===== config.mk =====
export PLATFORM = sky130hd
export DESIGN_NAME = hpc3_rand_gen
export DESIGN_NICKNAME = d
export VERILOG_FILES = /design/src/rtl/hpc3_rand_gen_pkg.sv /design/src/rtl/lfsr64_unroll.sv /design/src/rtl/hpc3_rand_gen.sv
export SDC_FILE = /design/constraint.sdc
export NUM_CORES = 1
export LEC_CHECK = 0
export BUFFER_PORTS_ARGS = -buffer_cell sky130_fd_sc_hd__buf_2
export CAP_MARGIN = 0
export CORE_UTILIZATION = 45
export DETAILED_ROUTE_END_ITERATION = 6
export GPL_ROUTABILITY_DRIVEN = 0
export PLACE_DENSITY = 0.72
export SLEW_MARGIN = 20
export SYNTH_ARGS = -nofsm -noshare
export SYNTH_HDL_FRONTEND = slang
export SYNTH_SLANG_ARGS = --single-unit

===== constraint.sdc =====
create_clock -name in_clock -period 2.05 [get_ports in_clock]
set_input_delay 0.205 -clock in_clock [delete_from_list [all_inputs] [get_ports in_clock]]
set_output_delay 0.205 -clock in_clock [all_outputs]
set_load 0.005 [all_outputs]

===== src/rtl/hpc3_rand_gen_pkg.sv =====
// Shared constants, sizing helpers and state encoding for the HPC3 masking
// randomness generator.
package hpc3_rand_gen_pkg;

  localparam int RAND_SEED_WIDTH  = 32;
  localparam int RAND_LFSR_WIDTH  = 64;
  localparam int RAND_LFSR_UNROLL = 8;

  typedef enum logic [1:0] {
    SEED   = 2'd0,
    WARMUP = 2'd1,
    RUN    = 2'd2
  } rand_state_t;

  // One fresh random element per unordered pair of shares.
  function automatic int num_quad(input int num_shares);
    return num_shares * (num_shares - 1) / 2;
  endfunction

  function automatic int num_lfsr(input int num_shares, input int bit_width);
    return (2 * num_quad(num_shares) * bit_width + RAND_LFSR_UNROLL - 1) / RAND_LFSR_UNROLL;
  endfunction

  function automatic int num_seed_words(input int num_shares, input int bit_width);
    return num_lfsr(num_shares, bit_width) * RAND_LFSR_WIDTH / RAND_SEED_WIDTH;
  endfunction

endpackage


===== src/rtl/lfsr64_unroll.sv =====
// Eight steps of the x^64+x^63+x^61+x^60+1 Fibonacci LFSR in one cycle.
// The first generated bit lands in bits[0].
module lfsr64_unroll
  import hpc3_rand_gen_pkg::*;
(
  input  logic [RAND_LFSR_WIDTH-1:0]  state,
  output logic [RAND_LFSR_WIDTH-1:0]  next_state,
  output logic [RAND_LFSR_UNROLL-1:0] bits
);

  logic [RAND_LFSR_WIDTH-1:0] s;
  logic                       fb;

  always_comb begin
    s    = state;
    fb   = 1'b0;
    bits = '0;
    for (int k = 0; k < RAND_LFSR_UNROLL; k++) begin
      fb      = s[63] ^ s[62] ^ s[60] ^ s[59];
      bits[k] = fb;
      s       = {s[62:0], fb};
    end
    next_state = s;
  end

endmodule


===== src/rtl/hpc3_rand_gen.sv =====
// Reseedable LFSR bank producing registered R/P masking randomness for the
// HPC3 multipliers; seeded word-by-word, then warmed up before use.
module hpc3_rand_gen
  import hpc3_rand_gen_pkg::*;
#(
  parameter int NUM_SHARES    = 2,
  parameter int BIT_WIDTH     = 2,
  parameter int WARMUP_CYCLES = 16
) (
  input  logic                                       in_clock,
  input  logic                                       in_reset,
  input  logic [RAND_SEED_WIDTH-1:0]                 in_seed,
  input  logic                                       in_seed_valid,
  output logic                                       out_seed_ready,
  input  logic                                       in_reseed,
  input  logic                                       in_enable,
  output logic [num_quad(NUM_SHARES)*BIT_WIDTH-1:0]  out_r,
  output logic [num_quad(NUM_SHARES)*BIT_WIDTH-1:0]  out_p,
  output logic                                       out_valid,
  output logic [1:0]                                 dbg_state
);

  localparam int NUM_QUAD   = num_quad(NUM_SHARES);
  localparam int HALF_BITS  = NUM_QUAD * BIT_WIDTH;
  localparam int OUT_BITS   = 2 * HALF_BITS;
  localparam int NUM_LFSR   = num_lfsr(NUM_SHARES, BIT_WIDTH);
  localparam int SEED_WORDS = num_seed_words(NUM_SHARES, BIT_WIDTH);
  localparam int BANK_BITS  = NUM_LFSR * RAND_LFSR_WIDTH;
  localparam int GEN_BITS   = NUM_LFSR * RAND_LFSR_UNROLL;
  localparam int WCW        = $clog2(SEED_WORDS + 1);
  localparam int WUW        = $clog2(WARMUP_CYCLES + 1);

  localparam logic [WCW-1:0] LAST_WORD   = WCW'(SEED_WORDS - 1);
  localparam logic [WUW-1:0] WARMUP_INIT = WUW'(WARMUP_CYCLES);
  localparam logic [WUW-1:0] WARMUP_LAST = WUW'(1);

  rand_state_t           state;
  logic [WCW-1:0]        word_cnt;
  logic [WUW-1:0]        warm_cnt;
  logic [BANK_BITS-1:0]  bank;
  logic [BANK_BITS-1:0]  bank_next;
  logic [BANK_BITS-1:0]  bank_shift;
  logic [BANK_BITS-1:0]  bank_guarded;
  logic [GEN_BITS-1:0]   gen;
  logic                  gen_unused;

  for (genvar i = 0; i < NUM_LFSR; i++) begin : g_lfsr
    lfsr64_unroll u_lfsr (
      .state      (bank[RAND_LFSR_WIDTH*i +: RAND_LFSR_WIDTH]),
      .next_state (bank_next[RAND_LFSR_WIDTH*i +: RAND_LFSR_WIDTH]),
      .bits       (gen[RAND_LFSR_UNROLL*i +: RAND_LFSR_UNROLL])
    );
  end

  // Bits above OUT_BITS are surplus when OUT_BITS is not a multiple of 8.
  assign gen_unused = ^gen;

  // Seed words enter at the LSB end so the first word ends up in the top LFSR.
  always_comb begin
    bank_shift   = {bank[BANK_BITS-RAND_SEED_WIDTH-1:0], in_seed};
    bank_guarded = bank_shift;
    for (int i = 0; i < NUM_LFSR; i++) begin
      if (bank_shift[RAND_LFSR_WIDTH*i +: RAND_LFSR_WIDTH] == '0)
        bank_guarded[RAND_LFSR_WIDTH*i] = 1'b1;
    end
  end

  assign dbg_state = state;

  always_ff @(posedge in_clock or negedge in_reset) begin
    if (!in_reset) begin
      state          <= SEED;
      word_cnt       <= '0;
      warm_cnt       <= '0;
      bank           <= '0;
      out_r          <= '0;
      out_p          <= '0;
      out_valid      <= 1'b0;
      out_seed_ready <= 1'b1;
    end else begin
      case (state)
        SEED: begin
          if (in_seed_valid && out_seed_ready) begin
            word_cnt <= word_cnt + WCW'(1);
            if (word_cnt == LAST_WORD) begin
              bank           <= bank_guarded;
              warm_cnt       <= WARMUP_INIT;
              out_seed_ready <= 1'b0;
              state          <= WARMUP;
            end else begin
              bank <= bank_shift;
            end
          end
        end
        WARMUP: begin
          bank                <= bank_next;
          {out_p, out_r}      <= gen[OUT_BITS-1:0];
          warm_cnt            <= warm_cnt - WUW'(1);
          if (warm_cnt == WARMUP_LAST) begin
            out_valid <= 1'b1;
            state     <= RUN;
          end
        end
        RUN: begin
          // Reseed wins over a simultaneous advance; outputs are left stale.
          if (in_reseed) begin
            out_valid      <= 1'b0;
            out_seed_ready <= 1'b1;
            word_cnt       <= '0;
            state          <= SEED;
          end else if (in_enable) begin
            bank           <= bank_next;
            {out_p, out_r} <= gen[OUT_BITS-1:0];
          end
        end
        default: begin
          state <= SEED;
        end
      endcase
    end
  end

endmodule


==> impl_metrics.env, run 1 <==
export IMPL_status="finished clean"
export IMPL_critPathCaptureType="register"
export IMPL_place_area_sq_um=4450
export IMPL_ioPinCount=45
export IMPL_rows=34
export IMPL_cts_made_buffers=9
export IMPL_num_antenna_cells=0
export IMPL_grt_use_total_pct=21.8
export IMPL_power_density_nw_per_um2=2030
export IMPL_slowest_stage="a221oi_4"
export IMPL_postLayoutCoreUtil_pct=53.4
export IMPL_cts_setup_buffers=0
export IMPL_area_delta_synth_final_pct=14.9
export IMPL_final_cell_area_sq_um=4650
export IMPL_detail_route_first_pass_iterations=5
export IMPL_yosys_warnings=0
export IMPL_numPortBuffers=44
export IMPL_syn_nets=463
export IMPL_path_cells="inv_1, ha_1, a221oi_4, buf_12, nand3_1, o21ai_0, a21oi_1"
export IMPL_cts_sinks=79
export IMPL_grt_antenna_before_repair=0
export IMPL_fin_ws_ns=0.187
export IMPL_initial_utilization_pct=46.4
export IMPL_synth_cells=418
export IMPL_cell_internal_pwr_mw=5.25
export IMPL_die_w_um=96.9
export IMPL_crit_type="reg -> reg"
export IMPL_rrSetupSlack_ns=0.19
export IMPL_ant_nets=0
export IMPL_arrival_ns=2.11
export IMPL_rr_startpoint="dbg_state[0]"
export IMPL_ctsResizeCount=0
export IMPL_hp_class="in -> reg"
export IMPL_wirelength_mm=9.60
export IMPL_sequentialPowerShare_pct=33.4
export IMPL_core_area_sq_um=8720
export IMPL_drt_iter0_markers=231
export IMPL_tightest_slew_ns=0.585
export IMPL_p_switching_mw=4.18
export IMPL_fin_skew_ns=0.0107
export IMPL_cts_tree="built"
export IMPL_grt_remaining_overflow=0
export IMPL_yosysUniqueCellTypes=29
export IMPL_min_period_ns=1.86
export IMPL_yosysTopAreaCell="dfrtp_1"
export IMPL_yosysTopAreaCellShare_pct=48.2
export IMPL_ir_worst_vdd_mv=0.913
export IMPL_grt_pass1_wl_mm=15.9
export IMPL_vias_per_cell=5.61
export IMPL_drv_slew=0
export IMPL_clockBufferDepth=2
export IMPL_clockPowerShare_pct=12.1
export IMPL_netlist_area_sq_um=4050
export IMPL_critPathBufInv=2
export IMPL_stdcell_count=572
export IMPL_reg2regPathDepth=7
export IMPL_grt_max_degree=65
export IMPL_cp_max_fo=50
export IMPL_placedCellCount=555
export IMPL_clk_pin_slew_ns=0.09
export IMPL_maxSlewHeadroom_pct=61.0
export IMPL_dp_hpwl_mm=7.01
export IMPL_cpPeakStageDelay_ns=0.41
export IMPL_drc=0
export IMPL_insertion_delay_ns=0.36
export IMPL_drive_gt1_share_pct=16.2
export IMPL_synth_seq_cells=79
export IMPL_nets=504
export IMPL_wire_per_inst_um=16.8
export IMPL_drv_cap=0
export IMPL_setup_tns_ns=0
export IMPL_grt_pass1_vias=3067
export IMPL_hold_viol_final=0
export IMPL_die_h_um=96.9
export IMPL_grt_setup_unrepaired="no"
export IMPL_crit_required_ns=2.30
export IMPL_fmax_mhz=537
export IMPL_ys_top_cells_by_area="dfrtp_1, mux2i_1, a21oi_1"
export IMPL_min_delay_start="in_seed[10]"
export IMPL_syn_avg_cell_area_sq_um=9.69
export IMPL_die_area_sq_um=9380
export IMPL_cp_top_family="compound AO/OA/AOI/OAI gates"
export IMPL_fin_crit_sh_pct=90.9
export IMPL_switching_share_pct=44.3
export IMPL_critPathLaunchType="register"
export IMPL_vias=3208
export IMPL_crit_end="bank[0]"
export IMPL_p_leak_nw=2.07
export IMPL_seq_area_frac_synth_pct=48.8
export IMPL_htree_levels=3
export IMPL_comb_power_share_pct=54.6
export IMPL_r2r_end="bank[0]"
export IMPL_cp_startpoint="dbg_state[0]"
export IMPL_root_buffer="clkbuf_8"
export IMPL_finalSetupViolCount=0
export IMPL_critical_path_depth=7
export IMPL_pre_cts_ws_ns=0.183
worst min-delay path by stage:
stage	end	slack, ns	depth (start not counted)
2_1_floorplan	bank[0]	-0.09	0
3_3_place_gp	bank[55]	0.25	1
3_5_place_dp	out_r[0]	0.25	1
4_1_cts	bank[0]	0.14	4
5_1_grt	bank[19]	0.16	3
6_report	bank[10]	0.16	3
area by class of cell:
| cell class | instances | area (sq um) |
|---|---|---|
| Fill cell | 760 | 4070 |
| Multi-Input combinational cell | 305 | 1940 |
| Sequential cell | 79 | 1980 |
| Clock inverter | 4 | 37.5 |
| Tap cell | 108 | 135 |
| Clock buffer | 12 | 155 |
| Timing Repair Buffer | 53 | 368 |
| Inverter | 11 | 41.3 |
state kept, by name (all words and copies together), names as in the netlist:
register	count
warm_cnt	5
dbg_state	2
word_cnt	2
out_p	2
bank	64
out_seed_ready	1
out_r	2
out_valid	1
layout by cell type (no fill, tap or decap), types with 7 or more instances in the layout:
cell and n:
dfrtp_1 78, a21oi_1 68, nor2_1 66, mux2i_1 61
buf_2 43, nand2_1 26, o21ai_0 19, nor4_1 15
xnor2_1 14, inv_1 11, clkbuf_8 11, ha_1 7
Yosys cell counts, drive strengths merged:
master / n
nor4b: 1
mux2: 4
xnor2: 14
dfstp: 1
or3: 1
nand2b: 2
a31oi: 1
nand4: 4
a21oi: 68
mux2i: 61
nor3: 3
a31o: 1
nand3: 5
nor2: 66
nand2: 26
and3: 1
xor2: 3
dfrtp: 78
inv: 11
a221oi: 1
buf: 17
clkbuf: 6
o21ai: 19
o21a: 1
ha: 8
nor4: 15
worst reg2reg max path, stage by stage, from the launching register on:
cell,delay (ns)
dfrtp_1,0.40
inv_1,0.12
ha_1,0.33
a221oi_4,0.41
buf_12,0.27
nand3_1,0.10
o21ai_0,0.07
a21oi_1,0.05
power by group through the flow:
stage | sequential (mW) | clock [mW] | combinational (mW)
floorplan | 2.89 | 0 | 4.01
global placement | 3.15 | 0 | 4.97
detailed placement | 3.17 | 0 | 5.12
CTS | 3.14 | 1.16 | 5.14
global route | 3.25 | 1.23 | 5.71
finish | 3.15 | 1.14 | 5.15
layer usage:
layer | GRT usage (%) | vias up | share of wire (%)
met3 | 6.29 | 13 | 6.5
met4 | 6.31 | 0 | 1.6
met2 | 34.5 | 91 | 48
li1 | - | 1536 | -
met5 | 0 | - | 0
met1 | 29.0 | 1568 | 44
repair_timing:
item | in CTS | in global routing
hold endpoints to repair | 41 | 0
hold buffers | 1 | 0
endpoints found under the setup margin | 0 | 1
logic make-up (layout without fill, tap and decap cells):
group / count (synthesis) / after routing / synth area share [%]
muxes: 65 / 65 / 16.2
AOI/OAI and AO/OA: 91 / 91 / 11.7
DFF: 79 / 79 / 48.8
adders and majority gates: 8 / 8 / 2.47
buffers and inverters: 34 / 80 / 3.86
xor gates and xnor gates: 17 / 17 / 3.68
and+or+nand+nor: 124 / 124 / 13.3
through the flow:
stage	hold WS, ns	total power, mW
2_1_floorplan	-0.0906	6.90
3_5_place_dp	0.254	8.30
5_1_grt	0.156	10.2
4_1_cts	0.136	9.45
6_report	0.156	9.43
3_3_place_gp	0.246	8.11
Note: power is estimated with default switching activity, not from simulation.
==> run 2: changes to the inputs <==
Settings changed: HOLD_SLACK_MARGIN set to 0.03.
Clock period 2.05 ns to 1.9 ns, I/O delays scaled along.
==> run 2 against run 1 <==
Effect of this change: first-iteration DRC count decreased by 1.7%; critical path type unchanged; utilization increased by 1.4 points; die area unchanged.
==> impl_metrics.env, run 2 (same netlist as run 1, synthesis figures left out) <==
export IMPL_rr_startpoint="dbg_state[0]"
export IMPL_grt_max_degree=50
export IMPL_cts_tree="built"
export IMPL_nets=513
export IMPL_hold_path_depth=3
export IMPL_largest_register="bank"
export IMPL_detail_route_first_pass_iterations=5
export IMPL_clockBufferDepth=2
export IMPL_ir_worst_vdd_mv=1.10
export IMPL_ant_nets=0
export IMPL_final_common_cell="dfrtp_1"
export IMPL_cts_made_buffers=9
export IMPL_setup_tns_ns=0
export IMPL_drv_cap=0
export IMPL_initial_utilization_pct=46.4
export IMPL_final_cell_area_sq_um=4780
export IMPL_grt_remaining_overflow=0
export IMPL_maxSlewHeadroom_pct=71.6
export IMPL_mostFrequentLayoutCells="dfrtp_1, a21oi_1, nor2_1"
export IMPL_rows=34
export IMPL_htree_levels=3
export IMPL_drv_slew=0
export IMPL_top_regs="bank x64, warm_cnt x5"
export IMPL_p_leak_nw=2.13
export IMPL_reg2regPathDepth=5
export IMPL_critPathLaunchType="register"
export IMPL_core_area_sq_um=8720
export IMPL_power_density_nw_per_um2=2260
export IMPL_critPathCaptureType="register"
export IMPL_die_w_um=96.9
export IMPL_die_h_um=96.9
export IMPL_wirelength_mm=10.2
export IMPL_vias_per_cell=5.63
export IMPL_arrival_ns=2.01
export IMPL_crit_type="reg -> reg"
export IMPL_grt_pass1_vias=3165
export IMPL_grt_util_met2_pct=36.0
export IMPL_largest_reg_flops=64
export IMPL_root_buffer="clkbuf_8"
export IMPL_num_antenna_cells=0
export IMPL_ioPinCount=45
export IMPL_area_delta_synth_final_pct=18.0
export IMPL_hold_viol_final=0
export IMPL_grt_setup_unrepaired="no"
export IMPL_finalSetupViolCount=0
export IMPL_fmax_mhz=565
export IMPL_wire_per_inst_um=17.6
export IMPL_cts_sinks=79
export IMPL_status="finished clean"
export IMPL_clk_pin_slew_ns=0.08
export IMPL_grt_pass1_wl_mm=16.5
export IMPL_vias=3263
export IMPL_insertion_delay_ns=0.36
export IMPL_dp_hpwl_mm=7.30
export IMPL_crit_required_ns=2.14
export IMPL_numPortBuffers=44
export IMPL_fin_crit_sh_pct=93.2
export IMPL_grt_antenna_before_repair=0
export IMPL_drive_gt1_share_pct=18.6
export IMPL_busiest_layer="met2"
export IMPL_hp_class="in -> reg"
export IMPL_whs_endpoint="bank[5]"
export IMPL_grt_use_total_pct=22.3
export IMPL_fin_hold_ws_ns=0.143
export IMPL_r2r_end="bank[57]"
export IMPL_met3_usage_pct=3.25
export IMPL_rrSetupSlack_ns=0.13
export IMPL_place_area_sq_um=4530
export IMPL_grt_use_met1_pct=30.4
export IMPL_cp_max_fo=18
export IMPL_drc=0
export IMPL_min_period_ns=1.77
export IMPL_drt_iter0_markers=227
export IMPL_tightest_slew_ns=0.422
export IMPL_fin_skew_ns=0.00737
export IMPL_die_area_sq_um=9380
export IMPL_min_delay_start="in_seed[5]"
run 2: how the worst max path moves through the flow:
| stage | from | end | slack (ns) | cells past startpoint |
|---|---|---|---|---|
| after global routing | dbg_state[0] | bank[22] | 0.02 | 7 |
| after CTS | dbg_state[0] | bank[22] | 0.03 | 7 |
| after global placement | dbg_state[0] | bank[11] | 0.14 | 7 |
| after detailed placement | dbg_state[0] | bank[13] | 0.07 | 7 |
| final | dbg_state[0] | bank[57] | 0.13 | 5 |
| after floorplan | dbg_state[1] | bank[28] | 0.12 | 7 |
run 2: layer usage:
layer / wire length, um / share of wire, %
met5: 0 / 0
met4: 191 / 1.9
met3: 466 / 4.6
met2: 4980 / 49
met1: 4550 / 45
run 2: layout make-up:
class                      count  area [sq um]
clock buffer                  11           151
clock inverter                 4          45.0
fill                         755          3940
inverter                      11          41.3
multi-input combinational    305          1950
sequential                    79          1980
tap                          108           135
timing repair buffer          62           478
run 2: where the power goes:
part | leakage [nW] | internal [mW] | total [mW] | switching, mW
Sequential | 0.884 | 2.57 | 3.41 | 0.848
Clock | 0.105 | 0.665 | 1.28 | 0.610
Combinational | 1.14 | 2.90 | 6.12 | 3.22
run 2: metrics by stage:
stage / setup WS [ns] / std cells / utilization (%) / power (mW)
after detailed placement: 0.0687 / 562 / 51.9 / 9.34
final: 0.129 / 580 / 54.8 / 10.8
after global routing: 0.0219 / 580 / 54.8 / 11.6
after CTS: 0.0338 / 578 / 54.3 / 10.6
after floorplan: 0.118 / 418 / - / 7.44
after global placement: 0.144 / 562 / 51.9 / 9.13
run 2: timing repair:
action / 4_1_cts / 5_1_grt
hold endpoints to repair: 29 / 0
buffers inserted: 0 / 1
gates resized for setup: 0 / 4
hold buffers: 1 / 0
endpoints found under the setup margin: 0 / 46
run 2: critical path, cell delays in order (launching register included):
cell and delay (ns):
dfrtp_1 0.40, inv_1 0.13, ha_4 0.49, buf_12 0.22, mux2i_1 0.28, a21oi_1 0.10
==> run 3: changes to the inputs <==
Settings changed: CORE_MARGIN set to 2.
==> run 3 against run 2 <==
Effect of this change: non-clock buffer count fell by 6; clock skew fell by 0.0026 ns; cell count fell by 0.86%; worst hold slack barely moved; register-to-register slack improved by 0.03 ns; sequential power barely moved; combinational power fell by 4.9%; final area fell by 0.92%; wire length fell by 4.5%; clock-buffer cell count fell by 1; via count fell by 1.7%; global-route usage fell by 1.1 points.
==> impl_metrics.env, run 3 (same netlist as run 1, synthesis figures left out) <==
export IMPL_finalSetupViolCount=0
export IMPL_setup_tns_ns=0
export IMPL_die_area_sq_um=9780
export IMPL_grt_remaining_overflow=0
export IMPL_p_leak_nw=2.10
export IMPL_rows=34
export IMPL_numPortBuffers=44
export IMPL_grt_max_degree=49
export IMPL_ioPinCount=45
export IMPL_cts_tree="built"
export IMPL_tightest_slew_ns=0.486
export IMPL_crit_required_ns=2.18
export IMPL_root_buffer="clkbuf_8"
export IMPL_final_cell_area_sq_um=4740
export IMPL_cts_sinks=79
export IMPL_ir_worst_vdd_mv=1.33
export IMPL_drv_cap=0
export IMPL_crit_type="reg -> reg"
export IMPL_grt_pass1_vias=3136
export IMPL_fmax_mhz=575
export IMPL_grt_antenna_before_repair=0
export IMPL_status="finished clean"
export IMPL_maxSlewHeadroom_pct=67.3
export IMPL_area_delta_synth_final_pct=17.0
export IMPL_grt_use_total_pct=21.2
export IMPL_mostFrequentLayoutCells="dfrtp_1, a21oi_1, nor2_1"
export IMPL_hold_viol_final=0
export IMPL_insertion_delay_ns=0.36
export IMPL_wirelength_mm=9.74
export IMPL_dp_hpwl_mm=7.24
export IMPL_place_area_sq_um=4500
export IMPL_drive_gt1_share_pct=17.8
export IMPL_vias=3208
export IMPL_vias_per_cell=5.58
export IMPL_min_period_ns=1.74
export IMPL_wire_per_inst_um=16.9
export IMPL_num_antenna_cells=0
export IMPL_grt_pass1_wl_mm=16.2
export IMPL_clockBufferDepth=2
export IMPL_cp_max_fo=32
export IMPL_postLayoutCoreUtil_pct=54.3
export IMPL_fin_crit_sh_pct=91.5
export IMPL_htree_levels=3
export IMPL_arrival_ns=2.02
export IMPL_top_regs="bank x64, warm_cnt x5"
export IMPL_power_density_nw_per_um2=2240
export IMPL_drv_slew=0
export IMPL_nets=507
export IMPL_largest_register="bank"
export IMPL_die_h_um=98.9
export IMPL_cts_made_buffers=9
export IMPL_critPathCaptureType="register"
export IMPL_hp_class="in -> reg"
export IMPL_drt_iter0_markers=212
export IMPL_grt_setup_unrepaired="no"
export IMPL_detail_route_first_pass_iterations=4
export IMPL_critPathLaunchType="register"
export IMPL_initial_utilization_pct=46.4
export IMPL_ant_nets=0
export IMPL_largest_reg_flops=64
export IMPL_fillers=762
export IMPL_core_area_sq_um=8720
export IMPL_die_w_um=98.9
export IMPL_drc=0
export IMPL_clk_pin_slew_ns=0.08
export IMPL_fin_skew_ns=0.00472
export IMPL_final_common_cell="dfrtp_1"
==> run 3: report_power, final <==
part	internal [mW]	switching (mW)	leakage [nW]
sequential	2.56	0.849	0.885
clock	0.738	0.628	0.110
combinational	2.71	3.11	1.10
total	6.01	4.58	2.10
==> run 3: worst paths after layout <==
path	start	depth (start not counted)	slack, ns	endpoint
worst max register to register	dbg_state[0]	7	0.16	bank[39]
max in group asynchronous	in_reset	3	0.97	out_seed_ready
worst min-delay path	in_reseed	4	0.14	out_valid
min in group asynchronous	in_reset	2	0.31	bank[50]
worst min register to register	warm_cnt[1]	2	0.51	warm_cnt[1]
worst max-delay path	dbg_state[0]	7	0.16	bank[39]
==> run 3: stage by stage <==
step / std cells / hold WS [ns] / power (mW) / setup WS, ns
global route: 575 / 0.151 / 11.4 / 0.00783
finish: 575 / 0.143 / 10.6 / 0.162
detailed placement: 558 / 0.157 / 9.20 / 0.100
floorplan: 418 / -0.106 / 7.44 / 0.118
global placement: 558 / 0.156 / 8.96 / 0.105
CTS: 575 / 0.136 / 10.6 / 0.0674
==> run 3: what timing repair did <==
item | 4_1_cts | 5_1_grt
setup endpoints to repair | 0 | 7
gates resized for setup | 0 | 5
hold buffers | 1 | 0
hold endpoints to repair | 31 | 0
setup buffers | 0 | 0
==> run 3: critical path: stages, from the launching register on <==
cell and delay (ns):
dfrtp_1 0.40, inv_1 0.13, ha_2 0.24, a221oi_4 0.29, buf_12 0.21, buf_12 0.18, nor2_1 0.05, a21oi_1 0.14
==> run 3: area by class of cell <==
type                    count  area (sq um)  share of cell area (%)
clock buffers              10           128                    2.69
inverters                  11          41.3                   0.872
well taps                 108           135                    2.85
clock inverters             6          83.8                    1.77
repair buffers             56           415                    8.77
multi-input cells         305          1960                    41.3
flip-flops and latches     79          1980                    41.8
==> run 3: layer usage <==
metal | global-route usage [%] | wire length, um
met1 | 29.3 | 4400
met2 | 33.9 | 4730
met3 | 4.40 | 440
met4 | 6.43 | 159
met5 | 0 | 0
